**config.mk**
```make
export PLATFORM = sky130hd
export DESIGN_NAME = line_draw_scheduler_flat
export DESIGN_NICKNAME = d
export VERILOG_FILES = /design/src/rtl/line_draw_scheduler_if.sv /design/src/rtl/line_draw_scheduler.sv /design/src/flat_wrapper.sv
export SDC_FILE = /design/constraint.sdc
export NUM_CORES = 1
export LEC_CHECK = 0
export CORE_MARGIN = 2
export CORE_UTILIZATION = 37
export CTS_BUF_LIST = sky130_fd_sc_hd__clkbuf_4
export DETAILED_ROUTE_END_ITERATION = 16
export PLACE_DENSITY = 0.82
export SETUP_SLACK_MARGIN = 0.1
export SLEW_MARGIN = 10
export SYNTH_ARGS = -nofsm -noshare
export SYNTH_HDL_FRONTEND = slang
export SYNTH_SLANG_ARGS = --single-unit
```
**constraint.sdc**
```tcl
create_clock -name clock -period 1.9 [get_ports clock]
set_input_delay 0.475 -clock clock [delete_from_list [all_inputs] [get_ports clock]]
set_output_delay 0.475 -clock clock [all_outputs]
set_load 0.005 [all_outputs]
```
**src/rtl/line_draw_scheduler_if.sv**
```systemverilog
// Bundle of requester, drawer and status signals around line_draw_scheduler.
// master: requester/drawer side; slave: the scheduler itself.
interface line_draw_scheduler_if #(
    parameter int unsigned N = 11,
    parameter int unsigned R = 4
);
    localparam int unsigned GW = $clog2(R);

    logic [R-1:0]   req;
    logic [R*N-1:0] req_x0;
    logic [R*N-1:0] req_y0;
    logic [R*N-1:0] req_x1;
    logic [R*N-1:0] req_y1;
    logic           done;
    logic           start;
    logic [N-1:0]   x0;
    logic [N-1:0]   y0;
    logic [N-1:0]   x1;
    logic [N-1:0]   y1;
    logic [R-1:0]   ack;
    logic [GW-1:0]  grant_id;
    logic           busy;
    logic           timeout_err;

    modport master (
        output req, req_x0, req_y0, req_x1, req_y1, done,
        input  start, x0, y0, x1, y1, ack, grant_id, busy, timeout_err
    );

    modport slave (
        input  req, req_x0, req_y0, req_x1, req_y1, done,
        output start, x0, y0, x1, y1, ack, grant_id, busy, timeout_err
    );
endinterface

```
**src/rtl/line_draw_scheduler.sv**
```systemverilog
// Round-robin scheduler sharing one line drawer among R segment requesters.
// Optional WAIT watchdog enabled by defining LINE_SCHED_TIMEOUT_EN.
module line_draw_scheduler #(
    parameter int unsigned N       = 11,
    parameter int unsigned R       = 4,
    parameter int unsigned TIMEOUT = 4096
) (
    input logic                  clock,
    input logic                  reset,
    line_draw_scheduler_if.slave bus
);
    localparam int unsigned GW = $clog2(R);

    typedef enum logic [1:0] {IDLE, ISSUE, WAIT, ACK} state_t;

    state_t        state;
    logic [GW-1:0] last;
    logic [GW-1:0] cand;
    logic [GW-1:0] pick;
    logic          found;
    logic [N-1:0]  sel_x0;
    logic [N-1:0]  sel_y0;
    logic [N-1:0]  sel_x1;
    logic [N-1:0]  sel_y1;
    logic [R-1:0]  grant_onehot;
    logic          start;
    logic [R-1:0]  ack;
    logic          busy;
    logic [N-1:0]  x0;
    logic [N-1:0]  y0;
    logic [N-1:0]  x1;
    logic [N-1:0]  y1;
    logic [GW-1:0] grant_id;
    logic          timeout_flag;

`ifdef LINE_SCHED_TIMEOUT_EN
    localparam int unsigned CW = $clog2(TIMEOUT);
    logic [CW-1:0] wait_count;
`else
    localparam int unsigned unused_timeout = TIMEOUT;
`endif

    // Rotating-priority pick: first pending requester after the last one served.
    always_comb begin
        found = 1'b0;
        pick  = '0;
        cand  = '0;
        for (int unsigned k = 1; k <= R; k++) begin
            cand = GW'((32'(last) + k) % R);
            if (!found && bus.req[cand]) begin
                found = 1'b1;
                pick  = cand;
            end
        end
    end

    // Endpoint mux for the picked requester.
    always_comb begin
        sel_x0 = '0;
        sel_y0 = '0;
        sel_x1 = '0;
        sel_y1 = '0;
        for (int unsigned i = 0; i < R; i++) begin
            if (pick == GW'(i)) begin
                sel_x0 = bus.req_x0[i*N +: N];
                sel_y0 = bus.req_y0[i*N +: N];
                sel_x1 = bus.req_x1[i*N +: N];
                sel_y1 = bus.req_y1[i*N +: N];
            end
        end
    end

    // One-hot form of the current grant, used for the ack pulse.
    always_comb begin
        grant_onehot           = '0;
        grant_onehot[grant_id] = 1'b1;
    end

    // Scheduler FSM; start/ack/busy are registered alongside the state.
    always_ff @(posedge clock) begin
        if (reset) begin
            state        <= IDLE;
            last         <= GW'(R - 1);
            start        <= 1'b0;
            ack          <= '0;
            busy         <= 1'b0;
            x0           <= '0;
            y0           <= '0;
            x1           <= '0;
            y1           <= '0;
            grant_id     <= '0;
            timeout_flag <= 1'b0;
`ifdef LINE_SCHED_TIMEOUT_EN
            wait_count   <= '0;
`endif
        end else begin
            start <= 1'b0;
            ack   <= '0;
            case (state)
                IDLE: begin
                    if (found) begin
                        x0       <= sel_x0;
                        y0       <= sel_y0;
                        x1       <= sel_x1;
                        y1       <= sel_y1;
                        grant_id <= pick;
                        start    <= 1'b1;
                        busy     <= 1'b1;
                        state    <= ISSUE;
                    end
                end
                ISSUE: begin
                    state <= WAIT;
`ifdef LINE_SCHED_TIMEOUT_EN
                    wait_count <= '0;
`endif
                end
                WAIT: begin
                    if (bus.done) begin
                        ack   <= grant_onehot;
                        state <= ACK;
                    end
`ifdef LINE_SCHED_TIMEOUT_EN
                    else if (wait_count == CW'(TIMEOUT - 1)) begin
                        ack          <= grant_onehot;
                        timeout_flag <= 1'b1;
                        state        <= ACK;
                    end else begin
                        wait_count <= wait_count + CW'(1);
                    end
`endif
                end
                ACK: begin
                    last  <= grant_id;
                    busy  <= 1'b0;
                    state <= IDLE;
                end
                default: state <= IDLE;
            endcase
        end
    end

    assign bus.start       = start;
    assign bus.ack         = ack;
    assign bus.busy        = busy;
    assign bus.x0          = x0;
    assign bus.y0          = y0;
    assign bus.x1          = x1;
    assign bus.y1          = y1;
    assign bus.grant_id    = grant_id;
    assign bus.timeout_err = timeout_flag;
endmodule

```
**src/flat_wrapper.sv**
```systemverilog
// flat-port wrapper written by rule: the top's interface ports become plain ports
module line_draw_scheduler_flat 
#(
    parameter int unsigned N       = 11,
    parameter int unsigned R       = 4,
    parameter int unsigned TIMEOUT = 4096
)
  (clock, reset, bus_req, bus_req_x0, bus_req_y0, bus_req_x1, bus_req_y1, bus_done, bus_start, bus_x0, bus_y0, bus_x1, bus_y1, bus_ack, bus_grant_id, bus_busy, bus_timeout_err);
  line_draw_scheduler_if #(.N(N), .R(R)) bus_i ();
  input logic clock;
  input logic reset;
  input wire logic [$bits(bus_i.req)-1:0] bus_req;
  input wire logic [$bits(bus_i.req_x0)-1:0] bus_req_x0;
  input wire logic [$bits(bus_i.req_y0)-1:0] bus_req_y0;
  input wire logic [$bits(bus_i.req_x1)-1:0] bus_req_x1;
  input wire logic [$bits(bus_i.req_y1)-1:0] bus_req_y1;
  input wire logic [$bits(bus_i.done)-1:0] bus_done;
  output wire logic [$bits(bus_i.start)-1:0] bus_start;
  output wire logic [$bits(bus_i.x0)-1:0] bus_x0;
  output wire logic [$bits(bus_i.y0)-1:0] bus_y0;
  output wire logic [$bits(bus_i.x1)-1:0] bus_x1;
  output wire logic [$bits(bus_i.y1)-1:0] bus_y1;
  output wire logic [$bits(bus_i.ack)-1:0] bus_ack;
  output wire logic [$bits(bus_i.grant_id)-1:0] bus_grant_id;
  output wire logic [$bits(bus_i.busy)-1:0] bus_busy;
  output wire logic [$bits(bus_i.timeout_err)-1:0] bus_timeout_err;
  assign bus_i.req = bus_req;
  assign bus_i.req_x0 = bus_req_x0;
  assign bus_i.req_y0 = bus_req_y0;
  assign bus_i.req_x1 = bus_req_x1;
  assign bus_i.req_y1 = bus_req_y1;
  assign bus_i.done = bus_done;
  assign bus_start = bus_i.start;
  assign bus_x0 = bus_i.x0;
  assign bus_y0 = bus_i.y0;
  assign bus_x1 = bus_i.x1;
  assign bus_y1 = bus_i.y1;
  assign bus_ack = bus_i.ack;
  assign bus_grant_id = bus_i.grant_id;
  assign bus_busy = bus_i.busy;
  assign bus_timeout_err = bus_i.timeout_err;
  line_draw_scheduler #(.N(N), .R(R), .TIMEOUT(TIMEOUT)) u_core (.clock(clock), .reset(reset), .bus(bus_i));
endmodule
```
==> results.json, run 1 <==
{
  "vias": 3401,
  "syn-cell-area_mm2": 0.00340,
  "grt_pass1_vias": 3743,
  "worst_hold_path_type": "flip-flop to flip-flop",
  "min_path_cells": 2,
  "io_buffers": 234,
  "power_density_mw_per_mm2": 932,
  "grt_pass1_wl_um": 18200,
  "crit_arrival_ps": 2040,
  "cts.clk_slew.worst_paths_ps": 170,
  "cts.sinks": 56,
  "path_class": "input port to flip-flop",
  "drt_iter0_markers": 54,
  "hold_ws_ps": 478,
  "p_total_mw": 5.83,
  "fill_cells": 682,
  "hpwl_um": 9230,
  "drc": 0,
  "stdcell_count": 660,
  "comb_power_share_pct": 58.7,
  "synthArstFlopShare_pct": 0,
  "timing_hold_violations_final": 0,
  "layout-drive-gt1-share_pct": 20.3,
  "rows": 34,
  "ys_ff_latch": 56,
  "worstHoldStart": "u_core.bus.x1[5]",
  "clockBufferDepth": 2,
  "setup_viol": 0,
  "post-route-util_pct": 71.0,
  "clockRootBuffer": "clkbuf_4",
  "critical_path.endpoint_type": "flip-flop",
  "crit_fanout": 9,
  "antennaDiodeCount": 0,
  "postCtsHoldBufs": 0,
  "rsz0062_at_grt": "no",
  "yosysTopAreaCellShare_pct": 32.9,
  "slew_viol_final": 0,
  "crit_chain": "dlygate4sd2_1, nand2b_1, a21o_1, o311ai_4, buf_12, buf_12, clkbuf_16, mux2i_1, o221ai_2",
  "tns_ps": 0,
  "synth_cell_types": 35,
  "first_pass_iters": 4,
  "die_area_mm2": 0.00998,
  "nNetsFinal": 738,
  "fp.dieW_um": 99.9,
  "synth_area_leaders": "dfxtp_1 (33%), mux2i_1 (27%), o221ai_2 (18%)",
  "totalWireLength_um": 12200,
  "crit_family": "buffers and inverters",
  "cts_made_buffers": 5,
  "track_usage_pct": 22.9,
  "drt-vias-per-instance": 5.15,
  "gr-total-overflow": 0,
  "layout_common_cells": "clkdlybuf4s50_1 (224), mux2i_1 (80), nand2_1 (48)",
  "synthToLayoutAreaGrowth_pct": 83.8,
  "period_share_pct": 92.6,
  "whs_endpoint": "u_core.bus.x1[5]",
  "p_clk_share_pct": 9.0,
  "placed_cells": 642,
  "cts_tree": "yes",
  "layout_min_cycle_time_ps": 1760,
  "insertion_delay_ps": 370,
  "ioPinCount": 236,
  "r2r-end": "u_core.bus.x0[8]",
  "grt_start_max_net_pins": 24,
  "synth_edf_count": 0,
  "crit_slowest_cell": "dlygate4sd2_1",
  "critPathMaxStageDelay_ps": 290,
  "core_mm2": 0.00881,
  "crit_top_cell": "buf_12",
  "syn_inst": 310,
  "worst-path-buf-inv": 4,
  "yosys_warnings": 0,
  "die_h_um": 99.9,
  "r2r_start": "u_core.last[0]",
  "crit_path_start_kind": "input port",
  "p_sw_share_pct": 34.2,
  "r2r_slack_ps": 210,
  "final_common_cell": "clkdlybuf4s50_1",
  "routedWlPerCell_um": 18.5,
  "ir_drop_v": 0.000492,
  "syn_avg_cell_area_um2": 11.0,
  "seqPwrFrac_pct": 32.2,
  "max_cap_violations": 0,
  "htree_levels": 2,
  "seq_area_frac_synth_pct": 32.9,
  "skew_ps": 6.48,
  "drtAntennaViolNets": 0,
  "p_sw_mw": 1.99,
  "synth_top_area_cell": "dfxtp_1",
  "synth_ff_type": "dfxtp_1",
  "leakage_nw": 2.51,
  "antenna_found_initial": 0,
  "required_ps": 2180,
  "outcome": "finished clean",
  "ff2ff_path_depth": 8,
  "initial_core_util_pct": 38.6,
  "max_freq_ghz": 0.568,
  "internal_power_mw": 3.84,
  "gp_congestion": 0.794,
  "synth_fp_nets": 497
}
-- worst max-delay path by stage --
stage	from	to	slack, ps	cells past startpoint
floorplan	bus_req[2]	u_core.bus.x0[0]	180	8
global placement	bus_req[3]	u_core.bus.y0[9]	-510	6
detailed placement	bus_req[1]	u_core.bus.x1[9]	-550	6
CTS	bus_req[2]	u_core.bus.x1[10]	110	8
global route	bus_req[0]	u_core.bus.y0[0]	100	9
finish	bus_req[2]	u_core.bus.x0[8]	140	9
-- power groups by stage --
| stage | Sequential (mW) | Clock [mW] | Combinational (mW) |
|---|---|---|---|
| final | 1.88 | 0.527 | 3.42 |
| after detailed placement | 1.87 | 0 | 3.14 |
| after floorplan | 1.88 | 0 | 1.58 |
| after global placement | 1.85 | 0 | 3.06 |
| after global routing | 1.94 | 0.582 | 3.64 |
| after CTS | 1.86 | 0.537 | 3.30 |
-- synth_stat cells, types with 2 or more instances --
| cell | n |
|---|---|
| o221ai_2 | 40 |
| buf_6 | 2 |
| buf_2 | 5 |
| nor3_1 | 2 |
| nand2_1 | 48 |
| nor2b_1 | 4 |
| buf_4 | 5 |
| nand2b_1 | 2 |
| inv_1 | 3 |
| nor2_1 | 10 |
| a211o_1 | 2 |
| a21oi_1 | 3 |
| o221ai_1 | 4 |
| mux2i_1 | 91 |
| clkbuf_4 | 7 |
| ha_1 | 4 |
| dfxtp_1 | 56 |
| buf_12 | 5 |
-- cell type report --
| class | count | area, µm² | area share [%] |
|---|---|---|---|
| repair buffers | 260 | 2800 | 44.8 |
| multi-input cells | 225 | 2110 | 33.7 |
| flip-flops and latches | 56 | 1150 | 18.4 |
| well taps | 108 | 135 | 2.16 |
| clock buffers | 5 | 37.5 | 0.600 |
| clock inverters | 3 | 13.8 | 0.220 |
| inverters | 3 | 11.3 | 0.180 |
-- flip-flops by register name (all words and copies together) (netlist names) --
signal / count
u_core.bus.ack: 4
u_core.bus.busy: 1
u_core.bus.grant_id: 2
u_core.bus.start: 1
u_core.bus.x0: 11
u_core.bus.x1: 11
u_core.bus.y0: 11
u_core.bus.y1: 11
u_core.last: 2
u_core.state: 2
-- worst reg2reg max path, cell delays in order (launching register included) --
cell and delay, ps:
dfxtp_2 370, nand2b_1 160, a21o_1 190, o311ai_4 80
buf_12 190, buf_12 120, clkbuf_16 160, mux2i_1 220
o221ai_2 110
-- per-stage QoR --
| step | setup WS [ps] | instance area, µm² |
|---|---|---|
| final | 140 | 6250 |
| after global placement | -510 | 5890 |
| after floorplan | 175 | 3400 |
| after global routing | 95.1 | 6250 |
| after detailed placement | -551 | 5890 |
| after CTS | 107 | 6090 |
-- routing by layer --
metal / routed length, µm / global-route usage (%)
met1: 4480 / 23.6
met4: 177 / 6.43
met3: 1020 / 6.34
met5: 0 / 0
met2: 6540 / 44.9
-- cell families after synthesis --
| group | after synthesis | synth area share [%] |
|---|---|---|
| muxes | 91 | 26.8 |
| and+or+nand+nor | 75 | 10.2 |
| DFF | 56 | 32.9 |
| AOI/OAI and AO/OA | 54 | 20.7 |
| buffers and inverters | 29 | 7.87 |
| adders and majority gates | 4 | 1.47 |
| other | 1 | 0.110 |
-- repair_timing --
action / in CTS / in global routing
gates cloned: 2 / 3
endpoints found under the setup margin: 46 / 44
hold endpoints to repair: 0 / 0
pin swaps: 1 / 2
gates resized for setup: 18 / 34
setup buffers: 2 / 3
No activity file was read; power rests on OpenSTA's default activity.
==> inputs of run 2 (changes only) <==
RECOVER_POWER = 100   (was not set)
SLEW_MARGIN = not set   (was 10)
==> results.json, run 2 (synthesis gave the netlist of run 1 again) <==
{
  "power_density_mw_per_mm2": 920,
  "slew_viol_final": 0,
  "worst-path-buf-inv": 1,
  "drtAntennaViolNets": 0,
  "rsz0062_at_grt": "no",
  "io_buffers": 234,
  "crit_path_start_kind": "flip-flop",
  "multiInputGateArea_mm2": 0.00200,
  "p_total_mw": 5.61,
  "vias": 3409,
  "antenna_found_initial": 0,
  "initial_core_util_pct": 38.6,
  "period_share_pct": 94.4,
  "cts.sinks": 56,
  "fin_ws_ps": 105,
  "antennaDiodeCount": 0,
  "max_cap_violations": 0,
  "worstHoldStart": "u_core.bus.x0[1]",
  "layout-drive-gt1-share_pct": 14.3,
  "placed_cells": 642,
  "stdcell_count": 660,
  "path_class": "flip-flop to output pin",
  "die_area_mm2": 0.00998,
  "grt_pass1_wl_um": 18200,
  "nNetsFinal": 738,
  "clockBufferDepth": 2,
  "drc": 0,
  "max_freq_ghz": 0.557,
  "gp_congestion": 0.794,
  "crit_arrival_ps": 1320,
  "fp.dieW_um": 99.9,
  "worst_hold_path_type": "flip-flop to flip-flop",
  "totalWireLength_um": 12300,
  "ioPinCount": 236,
  "drt-vias-per-instance": 5.17,
  "synthToLayoutAreaGrowth_pct": 79.2,
  "gr-total-overflow": 0,
  "crit_family": "buffers and inverters",
  "dp_slack_ps": -551,
  "regArea_mm2": 0.00112,
  "cts_made_buffers": 5,
  "critical_path.endpoint_type": "output pin",
  "outcome": "finished clean",
  "final_common_cell": "clkdlybuf4s50_1",
  "ir_drop_v": 0.000484,
  "clockRootBuffer": "clkbuf_4",
  "leakage_nw": 2.49,
  "cts.clk_slew.worst_paths_ps": 160,
  "routedWlPerCell_um": 18.6,
  "place_area_mm2": 0.00589,
  "grt_pass1_vias": 3743,
  "hold_ws_ps": 480,
  "setup_viol": 0,
  "timing_hold_violations_final": 0,
  "rows": 34,
  "postCtsHoldBufs": 0,
  "layout_min_cycle_time_ps": 1790,
  "crit_slowest_cell": "dlygate4sd3_1",
  "hpwl_um": 9230,
  "insertion_delay_ps": 370,
  "required_ps": 1420,
  "core_mm2": 0.00881,
  "critPathMaxStageDelay_ps": 590,
  "first_pass_iters": 4,
  "cts_tree": "yes",
  "r2r_slack_ps": 170,
  "die_h_um": 99.9,
  "drt_iter0_markers": 56,
  "fin_area_mm2": 0.00610,
  "crit_fanout": 2,
  "skew_ps": 6.69,
  "track_usage_pct": 22.9,
  "layout_common_cells": "clkdlybuf4s50_1 (204), mux2i_1 (81), dfxtp_1 (53)",
  "crit_start": "u_core.bus.x0[0]",
  "crit_chain": "dlygate4sd3_1",
  "grt_start_max_net_pins": 24,
  "r2r_start": "u_core.last[0]",
  "htree_levels": 2,
  "fill_cells": 717
}
-- run 2: cell count changes in the layout (fill, tap and decap cells not counted), sizes merged --
cell	before	now
buf	23	22
clkbuf	9	10
clkdlybuf4s25	0	3
clkdlybuf4s50	224	204
dlygate4sd3	0	20
dlymetal6s2s	6	3
-- run 2: repair_timing --
item / CTS / global route
gates resized for setup: 18 / 34
setup buffers: 2 / 3
pin swaps: 1 / 2
setup endpoints to repair: 46 / 44
gates cloned: 2 / 3
-- run 2: worst min-delay path, cell delays in order, from the launching register on --
cell	delay [ps]
dfxtp_1	360
nand2_1	50
o221ai_1	50
-- run 2: per-stage QoR --
stage,TNS [ps],utilization (%)
final,0,69.2
after global routing,0,69.2
after CTS,0,69.1
after detailed placement,-22580,66.9
after global placement,-20040,66.9
after floorplan,0,-
-- run 2: per-layer routing --
| metal | global-route usage, % | wire length, µm | share of wire (%) | vias to the layer above |
|---|---|---|---|---|
| met3 | 6.34 | 1060 | 8.6 | 14 |
| li1 | - | - | - | 1647 |
| met1 | 23.6 | 4530 | 37 | 1605 |
| met4 | 6.43 | 184 | 1.5 | 0 |
| met5 | 0 | 0 | 0 | - |
| met2 | 44.9 | 6500 | 53 | 143 |
-- run 2: area by class of cell --
class	count	area share [%]
timing repair buffer	260	45.6
multi-input combinational	225	32.8
sequential	56	18.4
tap	108	2.22
clock buffer	5	0.616
clock inverter	3	0.226
inverter	3	0.185
-- run 2: power breakdown --
group | total (mW) | internal [mW] | switching, mW
Combinational | 3.24 | 1.95 | 1.29
Clock | 0.522 | 0.138 | 0.384
Sequential | 1.85 | 1.60 | 0.243
Total | 5.61 | 3.69 | 1.92
-- run 2: final timing paths --
check	cells after the start	endpoint
worst max register to register	7	u_core.bus.x1[5]
worst min register to register	2	u_core.bus.x0[1]
worst min-delay path	2	u_core.bus.x0[1]
worst max-delay path	1	bus_x0[0]
